<file path="src/rtl/seq_multiplier.sv">
// Sequential shift-add multiplier: one partial product per clock, WIDTH+1 clock throughput.
// Define SEQ_MULT_SIGNED_EN for two's complement operands and product.
module seq_multiplier #(
   parameter int WIDTH = 8
) (
   input  logic               clk,
   input  logic               rst,
   input  logic               start,
   input  logic [WIDTH-1:0]   A,
   input  logic [WIDTH-1:0]   B,
   output logic [2*WIDTH-1:0] P,
   output logic               busy,
   output logic               done
);

   localparam int PW = 2 * WIDTH;
   localparam int CW = $clog2(WIDTH) + 1;

   typedef enum logic [1:0] {
      IDLE,
      RUN,
      DONE
   } state_t;

   state_t          state_q, state_d;
   logic [PW-1:0]    mcand_q, mcand_d;
   logic [WIDTH-1:0] mplier_q, mplier_d;
   logic [PW-1:0]    acc_q, acc_d;
   logic [CW-1:0]    cnt_q, cnt_d;
   logic [PW-1:0]    p_q, p_d;
   logic [WIDTH-1:0] a_mag, b_mag;
`ifdef SEQ_MULT_SIGNED_EN
   logic             sign_q, sign_d;
`endif

   // Operand magnitudes fed to the unsigned core
   always_comb begin
`ifdef SEQ_MULT_SIGNED_EN
      a_mag = A[WIDTH-1] ? (~A) + WIDTH'(1) : A;
      b_mag = B[WIDTH-1] ? (~B) + WIDTH'(1) : B;
`else
      a_mag = A;
      b_mag = B;
`endif
   end

   // Next-state and datapath update for the shift-add sequence
   always_comb begin
      state_d  = state_q;
      mcand_d  = mcand_q;
      mplier_d = mplier_q;
      acc_d    = acc_q;
      cnt_d    = cnt_q;
      p_d      = p_q;
`ifdef SEQ_MULT_SIGNED_EN
      sign_d   = sign_q;
`endif
      unique case (state_q)
         IDLE, DONE: begin
            if (start) begin
               mcand_d  = {{WIDTH{1'b0}}, a_mag};
               mplier_d = b_mag;
               acc_d    = '0;
               cnt_d    = '0;
`ifdef SEQ_MULT_SIGNED_EN
               sign_d   = A[WIDTH-1] ^ B[WIDTH-1];
`endif
               state_d  = RUN;
            end else begin
               state_d  = IDLE;
            end
         end
         RUN: begin
            if (mplier_q[0]) begin
               acc_d = acc_q + mcand_q;
            end
            mcand_d  = mcand_q << 1;
            mplier_d = mplier_q >> 1;
            cnt_d    = cnt_q + CW'(1);
            if (cnt_q == CW'(WIDTH - 1)) begin
               state_d = DONE;
`ifdef SEQ_MULT_SIGNED_EN
               p_d = sign_q ? (~acc_d) + PW'(1) : acc_d;
`else
               p_d = acc_d;
`endif
            end
         end
         default: begin
            state_d = IDLE;
         end
      endcase
   end

   // State and datapath registers with synchronous reset
   always_ff @(posedge clk) begin
      if (rst) begin
         state_q  <= IDLE;
         mcand_q  <= '0;
         mplier_q <= '0;
         acc_q    <= '0;
         cnt_q    <= '0;
         p_q      <= '0;
`ifdef SEQ_MULT_SIGNED_EN
         sign_q   <= 1'b0;
`endif
      end else begin
         state_q  <= state_d;
         mcand_q  <= mcand_d;
         mplier_q <= mplier_d;
         acc_q    <= acc_d;
         cnt_q    <= cnt_d;
         p_q      <= p_d;
`ifdef SEQ_MULT_SIGNED_EN
         sign_q   <= sign_d;
`endif
      end
   end

   assign P    = p_q;
   assign busy = (state_q == RUN);
   assign done = (state_q == DONE);

endmodule
</file>
<file path="config.mk">
export PLATFORM = sky130hd
export DESIGN_NAME = seq_multiplier
export DESIGN_NICKNAME = d
export VERILOG_FILES = /design/src/rtl/seq_multiplier.sv
export SDC_FILE = /design/constraint.sdc
export NUM_CORES = 1
export LEC_CHECK = 0
export CELL_PAD_IN_SITES_DETAIL_PLACEMENT = 1
export CELL_PAD_IN_SITES_GLOBAL_PLACEMENT = 1
export CORE_UTILIZATION = 40
export CTS_CLUSTER_SIZE = 14
export DETAILED_ROUTE_END_ITERATION = 7
export PLACE_DENSITY_LB_ADDON = 0.1
export SLEW_MARGIN = 20
export SYNTH_ARGS = -nofsm -noshare
export SYNTH_HDL_FRONTEND = slang
export SYNTH_SLANG_ARGS = --single-unit
</file>
<file path="constraint.sdc">
create_clock -name clk -period 2.7 [get_ports clk]
set_input_delay 0.54 -clock clk [delete_from_list [all_inputs] [get_ports clk]]
set_output_delay 0.54 -clock clk [all_outputs]
set_load 0.01 [all_outputs]
</file>
==> results of run 1 <==
layout make-up:
class / instances / area (µm²) / share of cell area
Clock buffer: 9 / 124 / 0.0314
Clock inverter: 7 / 72.6 / 0.0184
Inverter: 6 / 22.5 / 0.00571
Multi-Input combinational cell: 303 / 1910 / 0.483
Sequential cell: 62 / 1240 / 0.315
Tap cell: 102 / 128 / 0.0323
Timing Repair Buffer: 49 / 453 / 0.115
cells in the mapped netlist, drive strengths merged (5+ instances only):
master  instances
xnor2           6
a211oi          7
ha             16
a31oi           7
a22oi          28
nand3          11
o21ai          10
a21o            6
dfxtp          62
clkbuf         22
nor3            9
a21oi          42
or3             6
nand4           5
nand2          41
nor2           49
inv             5
power by group:
part	total [mW]	switching, mW	internal, mW
Combinational	0.204	0.126	0.0779
Sequential	0.957	0.0213	0.936
Clock	0.834	0.405	0.429
critical path, cell delays in order (launching register included):
cell and delay (ps):
dfxtp_1 340, ha_1 240, fa_2 360, a21o_1 200, a311oi_2 310, o211ai_1 180, a31oi_1 240, mux2_2 360
a211oi_1 210
worst max-delay path by stage:
stage                                       start                 end  slack (ps)  depth (start not counted)
after floorplan           mcand_q[0]$_SDFFE_PP0P_  P[14]$_SDFFE_PP0P_         270                          8
after global placement    mcand_q[0]$_SDFFE_PP0P_  P[14]$_SDFFE_PP0P_         120                          8
after detailed placement  mcand_q[0]$_SDFFE_PP0P_  P[14]$_SDFFE_PP0P_          40                          8
after CTS                 mcand_q[0]$_SDFFE_PP0P_  P[14]$_SDFFE_PP0P_           5                          8
after global routing      mcand_q[0]$_SDFFE_PP0P_  P[12]$_SDFFE_PP0P_          60                          9
final                     mcand_q[0]$_SDFFE_PP0P_  P[14]$_SDFFE_PP0P_         150                          8
metrics by stage:
stage	utilization	power (mW)
after floorplan	-	1.10
after CTS	0.505	2.02
after global routing	0.505	2.08
after detailed placement	0.480	1.18
final	0.505	2.00
after global placement	0.480	1.18
what timing repair did:
item | 4_1_cts | 5_1_grt
hold endpoints to repair | 0 | 0
setup endpoints to repair | 0 | 2
resized for setup | 0 | 1
setup buffers | 0 | 0
state kept, by name (all words and copies together) (netlist names):
register  count
mplier_q      8
mcand_q      16
acc_q        16
P            16
cnt_q         4
state_q       2
kinds of logic (layout without fill, tap and decap cells):
family / Yosys count / in the layout / share of synthesized area
flip-flops: 62 / 62 / 0.380
buffers and inverters: 32 / 71 / 0.0379
adder cells (fa/ha/maj): 17 / 17 / 0.0674
AO/OA/AOI/OAI: 129 / 129 / 0.269
AND/OR/NAND/NOR: 143 / 143 / 0.203
XOR/XNOR: 7 / 7 / 0.0188
multiplexers: 7 / 7 / 0.0230
routing by layer:
layer  GRT usage  part of all wire
met1       0.356              0.50
met4      0.0938             0.020
met2       0.357              0.42
met3      0.0337             0.058
met5           0                 0
==> run summary, run 1 <==
status: completed
area grow syn2layout: 20.8%
Cell variety after synth: 55
Bufs on Longest Clock Path: 2
fin cells: 538
First DRT Iteration DRCs: 208
Die Span Y: 92.4 µm
most frequent cells in the layout: 62 x dfxtp_1, 48 x nor2_1, 42 x a21oi_1, 40 x nand2_1, 35 x clkdlybuf4s50_1
post-detail-place hpwl: 7050 µm
total leakage power: 1.48 nW
core box area: 7810 µm²
fillers: 960
syn nets: 433
Worst Tran Pin Value: 547 ps
Vias: 3138
commonest non-fill, non-tap cell in the layout: dfxtp_1
Post-synth EDFFs: 0
R2R cell count: 8
Async SR Flop Fraction: 0
pin count of the biggest net entering global routing: 33
hold_ws: 461 ps
RSZ-0062 raised after global routing: false
clk_lat worst skew: 350 ps
worst vdd ir: 0.226 mV
Worst-path clk slew: 80 ps
post-synthesis sequential area ratio: 0.380
Worst setup EP type: flop
Total GRT Usage: 0.243
R2R Setup Slk: 150 ps
ANT nets after route: 0
min Tclk post-route: 2550 ps
Crit Path Category: flop to flop
area share of the largest cell type after synthesis: 0.380
# IOs: 37
placed cells: 522
vias per inst: 5.83
TritonCTS Sinks: 62
final std cell area, no fill: 3950 µm²
Cell Pwr Density: 506 nW/µm²
total CTS buffers: 9
dpl ws: 43.6 ps
Worst Hold Class: flop to flop
maxcap violations: 0
leading area contributor after synthesis: dfxtp_1
ANT cells: 0
Die X: 92.4 µm
hold_buf cts: 0
area of the mapped netlist: 3270 µm²
number of synthesized register bits: 62
Slew Limit Fails: 0
critical path data required time: 2960 ps
Final WS setup: 151 ps
gr ovfl total: 0
Hold Vio Cnt, Final: 0
CP Data Arrival Time: 2810 ps
number of setup violations in the final report: 0
share of cells above drive strength 1: 0.106
Yosys Warn Count: 0
crit path max fanout: 3
placed inst area: 3750 µm²
WHS Path Cells: 2
CTS tree: done
f_max: 392 MHz
routed length per instance: 18.1 µm
htree depth: 3
main area contributors after synthesis: dfxtp_1 38%, a21oi_1 6.4%, a22oi_1 6.4%
Avg Cell Area, Syn: 8.23 µm²
Min-Delay Endpoint: mplier_q[2]$_SDFFE_PP0P_
critical path startpoint category: flop
RR Endpoint: P[14]$_SDFFE_PP0P_
Slew HR: 0.634
Post-Synthesis Cells: 397
row count: 32
vias in the first global route: 3016
Residual DRC: 0
Final #Nets: 467
Main synth FF type: dfxtp_1
hold_sp: mplier_q[2]$_SDFFE_PP0P_
Buffers on Ports: 36
Die Footprint: 8530 µm²
routed wire length: 9740 µm
clk_skew: 10.5 ps
RR Startpoint: mcand_q[0]$_SDFFE_PP0P_
Root Buffer Master: clkbuf_8
DRT Pass-1 Iters: 4
Initial Utilization: 0.418
gpl congestion: 0.852
setup TNS after final layout: 0 ps
initial antenna violation count: 0
final worst-path cycle share: 0.944
first-pass GRT wire length: 15800 µm
No activity file was read; power rests on OpenSTA's default activity.
==> inputs of run 2 (changes only) <==
PLACE_DENSITY = 0.84   (was default)
PLACE_DENSITY_LB_ADDON = default   (was 0.1)
==> run 2 against run 1 <==
  * Worst hold slack lost 1.2 ps
  * Highest routed layer unchanged
  * Die area is the same
  * Routed wire length grew 0.53%
  * Total power grew 9.2%
==> run summary, run 2 (synthesis results as in run 1) <==
CP peak stage delay: 360 ps
RSZ-0062 raised after global routing: false
hold_ws: 460 ps
Slew HR: 0.623
Worst setup EP type: flop
htree depth: 3
crit-path cells: ha_1 > fa_2 > a21o_1 > a311oi_2 > buf_4 > o2111ai_1 > and3_1 > o31a_1 > a211oi_2
core box area: 7810 µm²
clk_skew: 9.31 ps
Comb pwr share: 0.093
pin count of the biggest net entering global routing: 44
Total GRT Usage: 0.247
Die Footprint: 8530 µm²
placed cells: 519
Worst Tran Pin Value: 560 ps
CTS tree: done
Worst Path Buf+Inv: 1
Worst Hold Class: flop to flop
min Tclk post-route: 2510 ps
Worst-path clk slew: 70 ps
gr ovfl total: 0
vias per inst: 5.90
# IOs: 37
Clock Power Share: 0.467
routed wire length: 9790 µm
Final #Nets: 464
routed length per instance: 18.3 µm
Die Span Y: 92.4 µm
Bufs on Longest Clock Path: 2
CP delay by family, top: compound AO/OA/AOI/OAI gates
sw frac: 0.240
share of cells above drive strength 1: 0.102
Root Buffer Master: clkbuf_8
R2R Setup Slk: 190 ps
ANT cells: 0
most frequent cells in the layout: 62 x dfxtp_1, 48 x nor2_1, 42 x a21oi_1, 40 x nand2_1, 35 x clkdlybuf4s50_1
First DRT Iteration DRCs: 102
total CTS buffers: 9
Slew Limit Fails: 0
fillers: 962
critical path startpoint category: flop
sequential power share: 0.440
CP Data Arrival Time: 2770 ps
Buffers on Ports: 36
Crit Path Category: flop to flop
area grow syn2layout: 22.1%
gpl congestion: 0.927
row count: 32
crit path max fanout: 3
P_int: 1.65 mW
number of setup violations in the final report: 0
f_max: 399 MHz
clk_lat worst skew: 340 ps
vias in the first global route: 3169
ANT nets after route: 0
fin cells: 535
status: completed
TritonCTS Sinks: 62
initial antenna violation count: 0
Hold Vio Cnt, Final: 0
post-detail-place hpwl: 6910 µm
Die X: 92.4 µm
Vias: 3158
commonest non-fill, non-tap cell in the layout: dfxtp_1
Crit-path slowest cell: fa_2
DRT Pass-1 Iters: 5
Cell Pwr Density: 546 nW/µm²
total leakage power: 1.49 nW
Switching Power: 0.523 mW
setup TNS after final layout: 0 ps
first-pass GRT wire length: 16300 µm
Initial Utilization: 0.418
Residual DRC: 0
critical path data required time: 2960 ps
worst vdd ir: 0.247 mV
maxcap violations: 0
final worst-path cycle share: 0.929
PnR Total Power: 2.18 mW
-- run 2: changes by cell type in the layout (fill, tap and decap cells not counted), moves of 2 or more --
cell       change
buf_4          -3
inv_6          -2
bufinv_16      +2
clkinv_2       -2
-- run 2: stage by stage --
| step | setup WS, ps | util | instance area [µm²] |
|---|---|---|---|
| floorplan | 266 | - | 3270 |
| global placement | 104 | 0.477 | 3720 |
| detailed placement | 42.2 | 0.477 | 3720 |
| CTS | 22.0 | 0.510 | 3980 |
| global route | 49.1 | 0.511 | 3990 |
| finish | 193 | 0.511 | 3990 |
-- run 2: worst paths after layout --
kind / from / to / depth (start not counted)
max: mcand_q[0]$_SDFFE_PP0P_ / P[12]$_SDFFE_PP0P_ / 9
min: P[2]$_SDFFE_PP0P_ / P[2]$_SDFFE_PP0P_ / 2
max reg2reg: mcand_q[0]$_SDFFE_PP0P_ / P[12]$_SDFFE_PP0P_ / 9
min reg2reg: P[2]$_SDFFE_PP0P_ / P[2]$_SDFFE_PP0P_ / 2
-- run 2: worst register-to-register path, delay by kind of cell, from the launching register on --
kind | cells | cell delay, ps
adder cells (fa/ha/maj) | 2 | 590
AO/OA/AOI/OAI | 5 | 1110
AND/OR/NAND/NOR | 1 | 230
flip-flops | 1 | 340
buffers and inverters | 1 | 170
-- run 2: final cells by class --
cell class,instances,area (µm²),area share
Clock buffer,11,141,0.0355
Sequential cell,62,1240,0.311
Inverter,6,22.5,0.00565
Timing Repair Buffer,46,430,0.108
Clock inverter,5,106,0.0267
Tap cell,102,128,0.0320
Multi-Input combinational cell,303,1920,0.481
-- run 2: repair_timing --
item	in CTS	in global routing
setup buffers	0	0
hold buffers	0	0
gates resized for setup	1	2
setup endpoints to repair	1	2
endpoints found under the hold margin	0	0
pin swaps	0	3
-- run 2: power by group through the flow --
stage          Sequential, mW  Clock (mW)  Combinational (mW)
5_1_grt                 0.962        1.07               0.223
2_1_floorplan           0.970           0               0.125
4_1_cts                 0.959        1.03               0.202
3_3_place_gp            0.978           0               0.193
6_report                0.959        1.02               0.203
3_5_place_dp            0.979           0               0.199
-- run 2: per-layer routing --
layer | share of wire | wire length (µm) | global-route usage | vias up
met1 | 0.46 | 4500 | 0.334 | 1537
met5 | 0 | 0 | 0 | -
met2 | 0.46 | 4530 | 0.393 | 79
met3 | 0.054 | 524 | 0.0353 | 21
met4 | 0.024 | 235 | 0.102 | 0
li1 | - | - | - | 1521
